<file path="config.mk">
export PLATFORM = sky130hd
export DESIGN_NAME = cp0_irq_flat
export DESIGN_NICKNAME = d
export VERILOG_FILES = /design/src/rtl/cp0_pkg.sv /design/src/rtl/cp0_irq_if.sv /design/src/rtl/cp0_status_stack.sv /design/src/rtl/cp0_irq.sv /design/src/flat_wrapper.sv
export SDC_FILE = /design/constraint.sdc
export NUM_CORES = 1
export LEC_CHECK = 0
export CORE_MARGIN = 5
export CORE_UTILIZATION = 45
export DETAILED_ROUTE_END_ITERATION = 10
export PLACE_DENSITY_LB_ADDON = 0.25
export SYNTH_ARGS = -nofsm -noshare
export SYNTH_HDL_FRONTEND = slang
export SYNTH_SLANG_ARGS = --single-unit
export TNS_END_PERCENT = 1
</file>
<file path="constraint.sdc">
create_clock -name clk -period 7.55 [get_ports clk]
set_input_delay 0.755 -clock clk [delete_from_list [all_inputs] [get_ports clk]]
set_output_delay 0.755 -clock clk [all_outputs]
set_load 0.02 [all_outputs]
</file>
<file path="src/rtl/cp0_pkg.sv">
// Shared constants and types for the CP0 interrupt/trap block: register
// indices, exception codes, Status/Cause bit positions and the event kind.
package cp0_pkg;

  localparam logic [4:0] CP0_COUNT   = 5'd9;
  localparam logic [4:0] CP0_COMPARE = 5'd11;
  localparam logic [4:0] CP0_STATUS  = 5'd12;
  localparam logic [4:0] CP0_CAUSE   = 5'd13;
  localparam logic [4:0] CP0_EPC     = 5'd14;

  localparam logic [4:0] EXCCODE_INT = 5'd0;
  localparam logic [4:0] EXCCODE_SYS = 5'd8;
  localparam logic [4:0] EXCCODE_BRK = 5'd9;
  localparam logic [4:0] EXCCODE_TEQ = 5'd13;

  localparam int ST_IE     = 0;
  localparam int ST_SYS_EN = 1;
  localparam int ST_BRK_EN = 2;
  localparam int ST_TEQ_EN = 3;
  localparam int ST_IM_LSB = 8;
  localparam int ST_IM_MSB = 15;

  localparam int CA_EXC_LSB = 2;
  localparam int CA_EXC_MSB = 6;
  localparam int CA_IP_LSB  = 8;
  localparam int CA_IP_MSB  = 15;

  localparam int IP_HW_LSB = 2;
  localparam int IP_TIMER  = 7;

  // Only IE, the three trap enables and IM are implemented in Status.
  localparam logic [31:0] STATUS_WMASK = 32'h0000_FF0F;

  typedef enum logic [2:0] {
    EXC_NONE,
    EXC_ERET,
    EXC_SYSCALL,
    EXC_BREAK,
    EXC_TEQ,
    EXC_INT
  } exc_kind_e;

  function automatic logic [4:0] exc_code(input exc_kind_e kind);
    logic [4:0] code;
    code = EXCCODE_INT;
    case (kind)
      EXC_SYSCALL: code = EXCCODE_SYS;
      EXC_BREAK:   code = EXCCODE_BRK;
      EXC_TEQ:     code = EXCCODE_TEQ;
      default:     code = EXCCODE_INT;
    endcase
    return code;
  endfunction

endpackage

</file>
<file path="src/rtl/cp0_irq_if.sv">
// Execute-stage <-> CP0 signal bundle. The core drives master, CP0 is the slave.
interface cp0_irq_if #(
  parameter int NUM_IRQ = 5
);
  logic               mfc0;
  logic               mtc0;
  logic [4:0]         rd;
  logic [31:0]        wdata;
  logic [31:0]        rdata;
  logic               syscall;
  logic               breakc;
  logic               teq;
  logic               zero;
  logic               eret;
  logic [31:0]        pc;
  logic [NUM_IRQ-1:0] irq;
  logic [31:0]        status;
  logic               redirect;
  logic [31:0]        cp0_addr;
  logic               nest_full;

  modport master (
    output mfc0, mtc0, rd, wdata, syscall, breakc, teq, zero, eret, pc, irq,
    input  rdata, status, redirect, cp0_addr, nest_full
  );

  modport slave (
    input  mfc0, mtc0, rd, wdata, syscall, breakc, teq, zero, eret, pc, irq,
    output rdata, status, redirect, cp0_addr, nest_full
  );
endinterface

</file>
<file path="src/rtl/cp0_status_stack.sv">
// LIFO of saved Status words so trap handlers can nest; push on entry, pop on eret.
module cp0_status_stack #(
  parameter int DEPTH = 4
) (
  input  logic        clk,
  input  logic        rst,
  input  logic        push_i,
  input  logic        pop_i,
  input  logic [31:0] push_data_i,
  output logic [31:0] top_o,
  output logic        empty_o,
  output logic        full_o
);

  localparam int W = $clog2(DEPTH + 1);

  logic [W-1:0] depth_q, depth_d;
  logic [31:0]  mem_q [DEPTH];
  logic         do_push, do_pop;

  assign empty_o = (depth_q == '0);
  assign full_o  = (depth_q == W'(DEPTH));
  assign do_push = push_i && !full_o;
  assign do_pop  = pop_i && !empty_o && !push_i;

  always_comb begin
    depth_d = depth_q;
    if (do_push) depth_d = depth_q + W'(1);
    else if (do_pop) depth_d = depth_q - W'(1);
  end

  always_comb begin
    top_o = '0;
    for (int i = 0; i < DEPTH; i++) begin
      if (!empty_o && (W'(i) == depth_q - W'(1))) top_o = mem_q[i];
    end
  end

  always_ff @(posedge clk or posedge rst) begin
    if (rst) begin
      depth_q <= '0;
      for (int i = 0; i < DEPTH; i++) mem_q[i] <= '0;
    end else begin
      depth_q <= depth_d;
      for (int i = 0; i < DEPTH; i++) begin
        if (do_push && (depth_q == W'(i))) mem_q[i] <= push_data_i;
      end
    end
  end

endmodule

</file>
<file path="src/rtl/cp0_irq.sv">
// Coprocessor 0: traps, sampled interrupts, Count/Compare timer and nested
// Status save; produces mfc0 data and a same-cycle PC redirect.
module cp0_irq
  import cp0_pkg::*;
#(
  parameter int          NUM_IRQ    = 5,
  parameter int          NEST_DEPTH = 4,
  parameter logic [31:0] EXC_VECTOR = 32'h0040_0004,
  parameter int          TIMER_EN   = 1
) (
  input logic     clk,
  input logic     rst,
  cp0_irq_if.slave bus
);

  logic [31:0] count_q, count_d;
  logic [31:0] compare_q, compare_d;
  logic [31:0] status_q, status_d;
  logic [31:0] epc_q, epc_d;
  logic [31:0] addr_q, addr_d;
  logic [4:0]  exccode_q, exccode_d;
  logic [7:0]  ip_q, ip_d;

  logic        stk_empty, stk_full;
  logic [31:0] stk_top;

  exc_kind_e   kind;
  logic        ie;
  logic [7:0]  im;
  logic        take_eret, take_exc, redirect;
  logic        wr_en;
  logic [31:0] target;
  logic [31:0] cause_w;
  logic [31:0] rdata_w;

  assign ie = status_q[ST_IE];
  assign im = status_q[ST_IM_MSB:ST_IM_LSB];

  always_comb begin
    kind = EXC_NONE;
    if (bus.eret && !stk_empty)
      kind = EXC_ERET;
    else if (ie && bus.syscall && status_q[ST_SYS_EN])
      kind = EXC_SYSCALL;
    else if (ie && bus.breakc && status_q[ST_BRK_EN])
      kind = EXC_BREAK;
    else if (ie && bus.teq && bus.zero && status_q[ST_TEQ_EN])
      kind = EXC_TEQ;
    else if (ie && ((ip_q & im) != 8'h00))
      kind = EXC_INT;
  end

  // A full stack blocks every trap and interrupt; eret is still honoured.
  assign take_eret = (kind == EXC_ERET);
  assign take_exc  = (kind != EXC_NONE) && (kind != EXC_ERET) && !stk_full;
  assign redirect  = take_eret || take_exc;
  assign target    = take_eret ? epc_q : EXC_VECTOR;
  assign wr_en     = bus.mtc0 && !redirect;

  assign bus.redirect  = redirect;
  assign bus.cp0_addr  = redirect ? target : addr_q;
  assign bus.status    = status_q;
  assign bus.nest_full = stk_full;

  cp0_status_stack #(
    .DEPTH(NEST_DEPTH)
  ) u_stack (
    .clk        (clk),
    .rst        (rst),
    .push_i     (take_exc),
    .pop_i      (take_eret),
    .push_data_i(status_q),
    .top_o      (stk_top),
    .empty_o    (stk_empty),
    .full_o     (stk_full)
  );

  always_comb begin
    count_d   = count_q;
    compare_d = compare_q;
    status_d  = status_q;
    epc_d     = epc_q;
    exccode_d = exccode_q;
    addr_d    = redirect ? target : addr_q;

    if (TIMER_EN != 0) begin
      if (wr_en && bus.rd == CP0_COUNT) count_d = bus.wdata;
      else count_d = count_q + 32'd1;
    end else begin
      count_d = '0;
    end

    if (wr_en && bus.rd == CP0_COMPARE) compare_d = bus.wdata;

    if (take_exc) begin
      status_d = status_q & ~(32'h1 << ST_IE);
      epc_d = bus.pc;
      exccode_d = exc_code(kind);
    end else if (take_eret) begin
      status_d = stk_top & STATUS_WMASK;
    end else if (wr_en) begin
      case (bus.rd)
        CP0_STATUS: status_d  = bus.wdata & STATUS_WMASK;
        CP0_EPC:    epc_d     = bus.wdata;
        CP0_CAUSE:  exccode_d = bus.wdata[CA_EXC_MSB:CA_EXC_LSB];
        default:    ;
      endcase
    end
  end

  // IP[7] is sticky: the only way to drop it is a successful Compare write.
  always_comb begin
    ip_d = '0;
    for (int k = 0; k < NUM_IRQ; k++) ip_d[IP_HW_LSB + k] = bus.irq[k];
    if (TIMER_EN == 0)
      ip_d[IP_TIMER] = 1'b0;
    else if (wr_en && bus.rd == CP0_COMPARE)
      ip_d[IP_TIMER] = 1'b0;
    else if ((compare_q != '0) && (count_d == compare_q))
      ip_d[IP_TIMER] = 1'b1;
    else
      ip_d[IP_TIMER] = ip_q[IP_TIMER];
  end

  always_comb begin
    cause_w = '0;
    cause_w[CA_IP_MSB:CA_IP_LSB]   = ip_q;
    cause_w[CA_EXC_MSB:CA_EXC_LSB] = exccode_q;
  end

  always_comb begin
    rdata_w = '0;
    if (bus.mfc0) begin
      case (bus.rd)
        CP0_COUNT:   rdata_w = count_q;
        CP0_COMPARE: rdata_w = compare_q;
        CP0_STATUS:  rdata_w = status_q;
        CP0_CAUSE:   rdata_w = cause_w;
        CP0_EPC:     rdata_w = epc_q;
        default:     rdata_w = '0;
      endcase
    end
  end

  assign bus.rdata = rdata_w;

  always_ff @(posedge clk or posedge rst) begin
    if (rst) begin
      count_q   <= '0;
      compare_q <= '0;
      status_q  <= '0;
      epc_q     <= '0;
      addr_q    <= '0;
      exccode_q <= '0;
      ip_q      <= '0;
    end else begin
      count_q   <= count_d;
      compare_q <= compare_d;
      status_q  <= status_d;
      epc_q     <= epc_d;
      addr_q    <= addr_d;
      exccode_q <= exccode_d;
      ip_q      <= ip_d;
    end
  end

endmodule

</file>
<file path="src/flat_wrapper.sv">
// flat-port wrapper written by rule: the top's interface ports become plain ports
module cp0_irq_flat import cp0_pkg::*;
#(
  parameter int          NUM_IRQ    = 5,
  parameter int          NEST_DEPTH = 4,
  parameter logic [31:0] EXC_VECTOR = 32'h0040_0004,
  parameter int          TIMER_EN   = 1
)
  (clk, rst, bus_mfc0, bus_mtc0, bus_rd, bus_wdata, bus_syscall, bus_breakc, bus_teq, bus_zero, bus_eret, bus_pc, bus_irq, bus_rdata, bus_status, bus_redirect, bus_cp0_addr, bus_nest_full);
  cp0_irq_if #(.NUM_IRQ(NUM_IRQ)) bus_i ();
  input logic clk;
  input logic rst;
  input wire logic [$bits(bus_i.mfc0)-1:0] bus_mfc0;
  input wire logic [$bits(bus_i.mtc0)-1:0] bus_mtc0;
  input wire logic [$bits(bus_i.rd)-1:0] bus_rd;
  input wire logic [$bits(bus_i.wdata)-1:0] bus_wdata;
  input wire logic [$bits(bus_i.syscall)-1:0] bus_syscall;
  input wire logic [$bits(bus_i.breakc)-1:0] bus_breakc;
  input wire logic [$bits(bus_i.teq)-1:0] bus_teq;
  input wire logic [$bits(bus_i.zero)-1:0] bus_zero;
  input wire logic [$bits(bus_i.eret)-1:0] bus_eret;
  input wire logic [$bits(bus_i.pc)-1:0] bus_pc;
  input wire logic [$bits(bus_i.irq)-1:0] bus_irq;
  output wire logic [$bits(bus_i.rdata)-1:0] bus_rdata;
  output wire logic [$bits(bus_i.status)-1:0] bus_status;
  output wire logic [$bits(bus_i.redirect)-1:0] bus_redirect;
  output wire logic [$bits(bus_i.cp0_addr)-1:0] bus_cp0_addr;
  output wire logic [$bits(bus_i.nest_full)-1:0] bus_nest_full;
  assign bus_i.mfc0 = bus_mfc0;
  assign bus_i.mtc0 = bus_mtc0;
  assign bus_i.rd = bus_rd;
  assign bus_i.wdata = bus_wdata;
  assign bus_i.syscall = bus_syscall;
  assign bus_i.breakc = bus_breakc;
  assign bus_i.teq = bus_teq;
  assign bus_i.zero = bus_zero;
  assign bus_i.eret = bus_eret;
  assign bus_i.pc = bus_pc;
  assign bus_i.irq = bus_irq;
  assign bus_rdata = bus_i.rdata;
  assign bus_status = bus_i.status;
  assign bus_redirect = bus_i.redirect;
  assign bus_cp0_addr = bus_i.cp0_addr;
  assign bus_nest_full = bus_i.nest_full;
  cp0_irq #(.NUM_IRQ(NUM_IRQ), .NEST_DEPTH(NEST_DEPTH), .EXC_VECTOR(EXC_VECTOR), .TIMER_EN(TIMER_EN)) u_core (.clk(clk), .rst(rst), .bus(bus_i));
endmodule
</file>
==> results of run 1 <==
-- layout make-up --
type | instances | share of cell area (%)
inverters | 42 | 1.206
well taps | 324 | 2.959
clock inverters | 15 | 1.681
clock buffers | 29 | 4.823
multi-input cells | 845 | 39.92
repair buffers | 175 | 12.51
flip-flops and latches | 202 | 36.90
-- synthesized netlist by cell type (2+ instances only) --
library cell	n	area share [%]
buf_6	2	0.20
a222oi_1	19	1.7
buf_2	5	0.23
nor3_1	17	0.77
and3_1	2	0.11
xor2_1	12	0.95
a21oi_1	59	2.7
o31ai_1	5	0.34
nand2_1	148	5.0
a211oi_1	18	1.2
and4_1	2	0.16
xnor2_1	24	1.9
xnor3_1	2	0.41
nand4_1	15	0.85
a22oi_1	18	1.2
buf_4	20	1.4
ha_1	8	0.91
dfrtp_1	202	46
nand2b_1	11	0.63
a221oi_1	8	0.64
or3_1	9	0.51
nor2b_1	4	0.23
o22ai_1	11	0.63
o2111ai_1	4	0.32
buf_1	5	0.17
a31oi_1	10	0.57
o211ai_1	2	0.14
nor4_1	21	1.2
o21ai_0	100	4.5
nand3_1	25	1.1
a21o_1	2	0.14
and2_1	3	0.17
or4_4	2	0.20
mux2i_1	48	4.4
and4b_1	2	0.18
nand3b_1	2	0.14
inv_1	42	1.4
a221o_1	2	0.18
nor2_1	92	3.1
mux2_2	78	8.0
clkbuf_1	60	2.0
a21boi_0	2	0.14
or4_1	10	0.68
-- worst reg2reg max path: stages (launching register included) --
cell and delay [ns]:
dfrtp_1 0.48, inv_1 0.13, ha_1 0.31, a21boi_0 0.29, a221o_1 0.59, or3_1 0.29, buf_4 0.45, mux2_2 0.43
xor2_1 0.16, nand4_1 0.19, nor4_2 0.31, a32o_2 0.19
-- sequential cells by signal, summed over array words and instances (netlist names) --
name,count
u_core.u_stack.mem_q,48
u_core.compare_q,32
u_core.count_q,32
u_core.ip_q,6
u_core.addr_q,32
u_core.epc_q,32
u_core.u_stack.depth_q,3
u_core.bus.status,12
u_core.exccode_q,5
-- where the power goes --
group	switching (µW)	internal [µW]	total [µW]	leakage, µW
Sequential	510	1520	2030	0.00250
Combinational	1030	833	1860	0.00289
Clock	477	827	1300	0.000437
Total	2020	3180	5190	0.00583
-- per-layer routing --
layer | part of all wire, % | up-vias | global-route usage, %
met5 | 0 | - | 0
li1 | - | 4414 | -
met2 | 47 | 469 | 44.56
met4 | 5.2 | 0 | 11.88
met3 | 6.8 | 109 | 3.863
met1 | 41 | 4851 | 35.99
-- how the worst min path moves through the flow --
stage / startpoint / to / slack, ns
2_1_floorplan: u_core.u_stack.mem_q[64] / u_core.u_stack.mem_q[64] / 0.44
3_3_place_gp: u_core.u_stack.mem_q[0] / u_core.u_stack.mem_q[0] / 0.45
3_5_place_dp: u_core.u_stack.mem_q[96] / u_core.u_stack.mem_q[96] / 0.45
4_1_cts: u_core.u_stack.mem_q[0] / u_core.u_stack.mem_q[0] / 0.47
5_1_grt: u_core.u_stack.mem_q[64] / u_core.u_stack.mem_q[64] / 0.48
6_report: u_core.u_stack.mem_q[96] / u_core.u_stack.mem_q[96] / 0.47
-- stage by stage --
stage                     area, µm²  utilization (%)  hold slack, ns  power [µW]
after floorplan               11080                -          0.4351        3072
after global placement        12810            52.97          0.4500        3846
after detailed placement      12810            52.97          0.4541        3877
after CTS                     13700            56.66          0.4702        5192
after global routing          13700            56.66          0.4829        5474
final                         13700            56.66          0.4689        5191
-- cells by family after synthesis --
kind of cell | Yosys count | synth area share [%]
other | 1 | 0.03406
buffers and inverters | 135 | 5.489
xor gates and xnor gates | 38 | 3.273
and+or+nand+nor | 374 | 15.98
muxes | 126 | 12.34
adders and majority gates | 8 | 0.9092
AOI/OAI and AO/OA | 279 | 16.06
DFF | 202 | 45.91
==> reports/metrics.yaml, run 1 <==
cells_and_area:
  seq_area_um2: 5055
  multi_input_area_um2: 5468
  final_cells: 1632
  nFillCells: 2117
  layout_commonest_cell: "dfrtp_1"
  drive_gt1_share_pct: 11.77
  synthToLayoutAreaGrowth_pct: 24.42
  nNetsFinal: 1381
  antenna_cells: 0
  final_cell_mix: "202 x dfrtp_1, 160 x clkdlybuf4s50_1, 147 x nand2_1"
detailed_routing:
  vias_per_cell: 6.031
  vias: 9843
  drc: 0
  drt_first_iter_violations: 1166
  routed_wl_um: 38540
  drt_first_pass_iters: 7
  drtAntennaViolNets: 0
  avgRoutedWirePerCell_um: 23.61
setup_path:
  cp.depth: 7
  cp_slowest_cell: "clkdlybuf4s50_1"
  cpLargestDelayFamily: "buffers and inverters"
  path_max_fanout: 19
  rr_worst_depth: 11
  timing.rr.start: "u_core.u_stack.depth_q[1]"
  path_cells: "clkdlybuf4s50_1, nand3b_1, nor2_1, buf_4, a222oi_1, nor2_1, clkdlybuf4s50_1"
  endpoint_kind: "primary output"
  required_ns: 6.80
  path_buf_inv: 3
  crit_path_end: "bus_rdata[31]"
  path_class: "input pin to primary output"
  max_stage_delay_ns: 1.08
  r2r_end: "u_core.ip_q[7]"
  r2r_slack_ns: 3.69
  startpoint_type: "input pin"
  startpoint: "bus_rd[2]"
  worstPathArrival_ns: 4.07
timing:
  max_clock_freq_mhz: 207.1
  max_slew_margin_pct: 24.03
  fin_crit_sh_pct: 63.95
  setup_viol: 0
  finalHoldViolCount: 0
  worst_pin_slew_ns: 1.138
  rsz0062_at_grt: "no"
  setup_ws_ns: 2.722
  slew_viol_final: 0
  fin_tns_setup_ns: 0
  worst_clock_skew_ns: 0.008431
  min_period_ns: 4.828
clock_tree:
  cts_hold_buf: 0
  cts_setup_buffers: 0
  post_cts_resize_count: 0
  cts_tree: "done"
  path_clk_slew_ns: 0.06
  cts_buffers: 24
  clk_latency_ns: 0.52
  cts_max_path_buffers: 3
  h-tree-depth: 1
  cts.sinks: 202
  root_buffer: "clkbuf_16"
synth:
  synth-seq-cells: 202
  synth_ff_type: "dfrtp_1"
  synth_cell_types: 73
  synth_area_um2: 11010
  synth-async-reset-ratio_pct: 100.0
  synth_edf_count: 0
  ys_seq_area_share_pct: 45.91
  ys_warn_count: 0
  syn_inst: 1163
  avgSynthCellArea_um2: 9.466
placed_design:
  pre_cts_ws_ns: 2.769
  dp_cells: 1588
  io_buffers: 160
  gp_congestion: 0.9872
  hpwl_um: 28590
floorplan:
  initial_core_util_pct: 45.54
  fp-row-count: 57
  die_h_um: 166.4
  num_io_pins: 181
  core-area_um2: 24180
  die_width_um: 166.4
  dieArea_um2: 27690
power_and_ir_drop:
  p_per_area_nw_per_um2: 379.0
  leakage_uw: 0.005829
  ir_worst_vdd_uv: 191.3
global_route:
  grt_max_degree: 131
  gr-total-overflow: 0
  grt_use_total_pct: 27.12
  grt_pass1_vias: 9772
  grt_pass1_wl_um: 59590
  antenna_found_initial: 0
worst_hold_path:
  hold_class: "register to register"
  worstHoldPathCells: 1
outcome:
  status: "finished clean"
job:
  drv_cap: 0
No activity file was read; power rests on OpenSTA's default activity.
==> run 2, diff against run 1 <==
==> constraint.sdc (replaced) <==
create_clock -name clk -period 4.34 [get_ports clk]
set_input_delay 0.434 -clock clk [delete_from_list [all_inputs] [get_ports clk]]
set_output_delay 0.434 -clock clk [all_outputs]
set_load 0.02 [all_outputs]
==> reports/metrics.yaml, run 2 (synthesized netlist as in run 1, its figures left out) <==
timing:
  setup_viol: 0
  slew_viol_final: 0
  rsz0062_at_grt: "no"
  min_period_ns: 3.913
  fin_crit_sh_pct: 90.16
  worst_clock_skew_ns: 0.01648
  max_slew_margin_pct: 29.73
  worst_pin_slew_ns: 1.050
  finalHoldViolCount: 0
  max_clock_freq_mhz: 255.6
  fin_tns_setup_ns: 0
power_and_ir_drop:
  p_per_area_nw_per_um2: 644.6
  internal_power_uw: 5322
  p_sw_share_pct: 39.62
  switchingPower_uw: 3493
  seq_power_share_pct: 40.0
  leakage_uw: 0.005818
  pwr-share-clk_pct: 22.9
  combPwrFrac_pct: 37.2
  ir_worst_vdd_uv: 383.7
detailed_routing:
  vias_per_cell: 5.904
  vias: 9665
  drt_first_pass_iters: 9
  drtAntennaViolNets: 0
  avgRoutedWirePerCell_um: 23.76
  routed_wl_um: 38900
  drc: 0
  drt_first_iter_violations: 939
worst_hold_path:
  hold_class: "input pin to register"
  worstHoldPathCells: 1
  hold_end: "u_core.ip_q[3]"
  hold_start: "bus_irq[1]"
clock_tree:
  clk_latency_ns: 0.53
  root_buffer: "clkbuf_16"
  cts_max_path_buffers: 3
  cts_tree: "done"
  post_cts_resize_count: 0
  cts.sinks: 202
  cts_buffers: 23
  h-tree-depth: 1
  path_clk_slew_ns: 0.06
  cts_setup_buffers: 0
  cts_hold_buf: 0
cells_and_area:
  nFillCells: 2133
  antenna_cells: 0
  multi_input_area_um2: 5468
  final_cell_area_um2: 13670
  drive_gt1_share_pct: 11.96
  seq_area_um2: 5055
  final_cell_mix: "202 x dfrtp_1, 160 x clkdlybuf4s50_1, 147 x nand2_1"
  synthToLayoutAreaGrowth_pct: 24.21
  nNetsFinal: 1389
  largest_reg_flops: 48
  layout_commonest_cell: "dfrtp_1"
  regMostFlops: "u_core.u_stack.mem_q"
placed_design:
  placed_area_um2: 12900
  gp_congestion: 0.9810
  io_buffers: 160
  hpwl_um: 29140
floorplan:
  dieArea_um2: 27690
  die_h_um: 166.4
  initial_core_util_pct: 45.54
  num_io_pins: 181
  fp-row-count: 57
  core-area_um2: 24180
  die_width_um: 166.4
setup_path:
  path_max_fanout: 99
  required_ns: 3.91
  rr_worst_depth: 12
  path_class: "register to primary output"
  endpoint_kind: "primary output"
  startpoint_type: "register"
  r2r_end: "u_core.ip_q[7]"
  worstPathArrival_ns: 3.48
  r2r_slack_ns: 0.66
  timing.rr.start: "u_core.u_stack.depth_q[1]"
global_route:
  grt_pass1_wl_um: 59560
  gr-total-overflow: 0
  antenna_found_initial: 0
  grt_pass1_vias: 9545
  grt_use_total_pct: 27.31
  grt_max_degree: 152
job:
  drv_cap: 0
outcome:
  status: "finished clean"
==> run 2: changes by cell type in the layout (fill, tap and decap cells not counted), moves of 2 or more <==
cell / previous run / this run
bufinv_16: 6 / 3
buf_4: 15 / 22
clkbuf_1: 2 / 4
buf_12: 0 / 2
clkbuf_16: 25 / 23
clkinv_2: 7 / 4
==> run 2: how the worst max path moves through the flow <==
stage	from	endpoint	slack (ns)	cells past startpoint
after global placement	bus_rd[1]	u_core.ip_q[7]	0.63	10
after CTS	u_core.u_stack.depth_q[0]	bus_cp0_addr[29]	0.44	8
after detailed placement	bus_rd[1]	u_core.ip_q[7]	0.53	10
after floorplan	rst	u_core.addr_q[0]	1.29	1
after global routing	u_core.u_stack.depth_q[0]	bus_cp0_addr[21]	0.19	8
final	u_core.bus.status[15]	bus_cp0_addr[3]	0.43	7
==> run 2: worst max-delay path: stages, from the launching register on <==
cell and delay [ns]:
dfrtp_1 0.52, a22oi_1 0.40, nand4_1 0.19, nor2_1 0.39, nor3_2 0.12, buf_12 0.23
o21ai_0 0.38, clkdlybuf4s50_1 0.68
==> run 2: power by group through the flow <==
stage          clock (µW)  sequential (µW)  combinational (µW)
2_1_floorplan           0             3200                2140
4_1_cts              2060             3500                3290
5_1_grt              2140             3600                3600
3_3_place_gp            0             3510                3220
6_report             2020             3520                3280
3_5_place_dp            0             3530                3270
==> run 2: final cells by class <==
type	count	area share (%)
Clock inverter	10	1.071
Inverter	42	1.180
Timing Repair Buffer	184	13.21
Multi-Input combinational cell	845	39.99
Clock buffer	30	4.621
Sequential cell	202	36.97
Tap cell	324	2.965
==> run 2: metrics by stage <==
step                      std cells  power (µW)  hold slack [ns]  util, %  setup slack (ns)
after floorplan                1182        5345           0.4351        -             1.290
after global placement         1597        6737           0.4496    53.34            0.6285
after CTS                      1637        8847           0.3297    56.56            0.4364
after global routing           1637        9340           0.3283    56.56            0.1937
after detailed placement       1597        6796           0.4530    53.34            0.5316
final                          1637        8815           0.3456    56.56            0.4269
==> run 2: routing by layer <==
metal	wire length [µm]	track usage (%)	vias up	share of wire, %
li1	-	-	4442	-
met1	15540	35.15	4679	40
met5	0	0	-	0
met4	1699	10.21	0	4.4
met3	2758	5.333	96	7.1
met2	18900	45.91	448	49
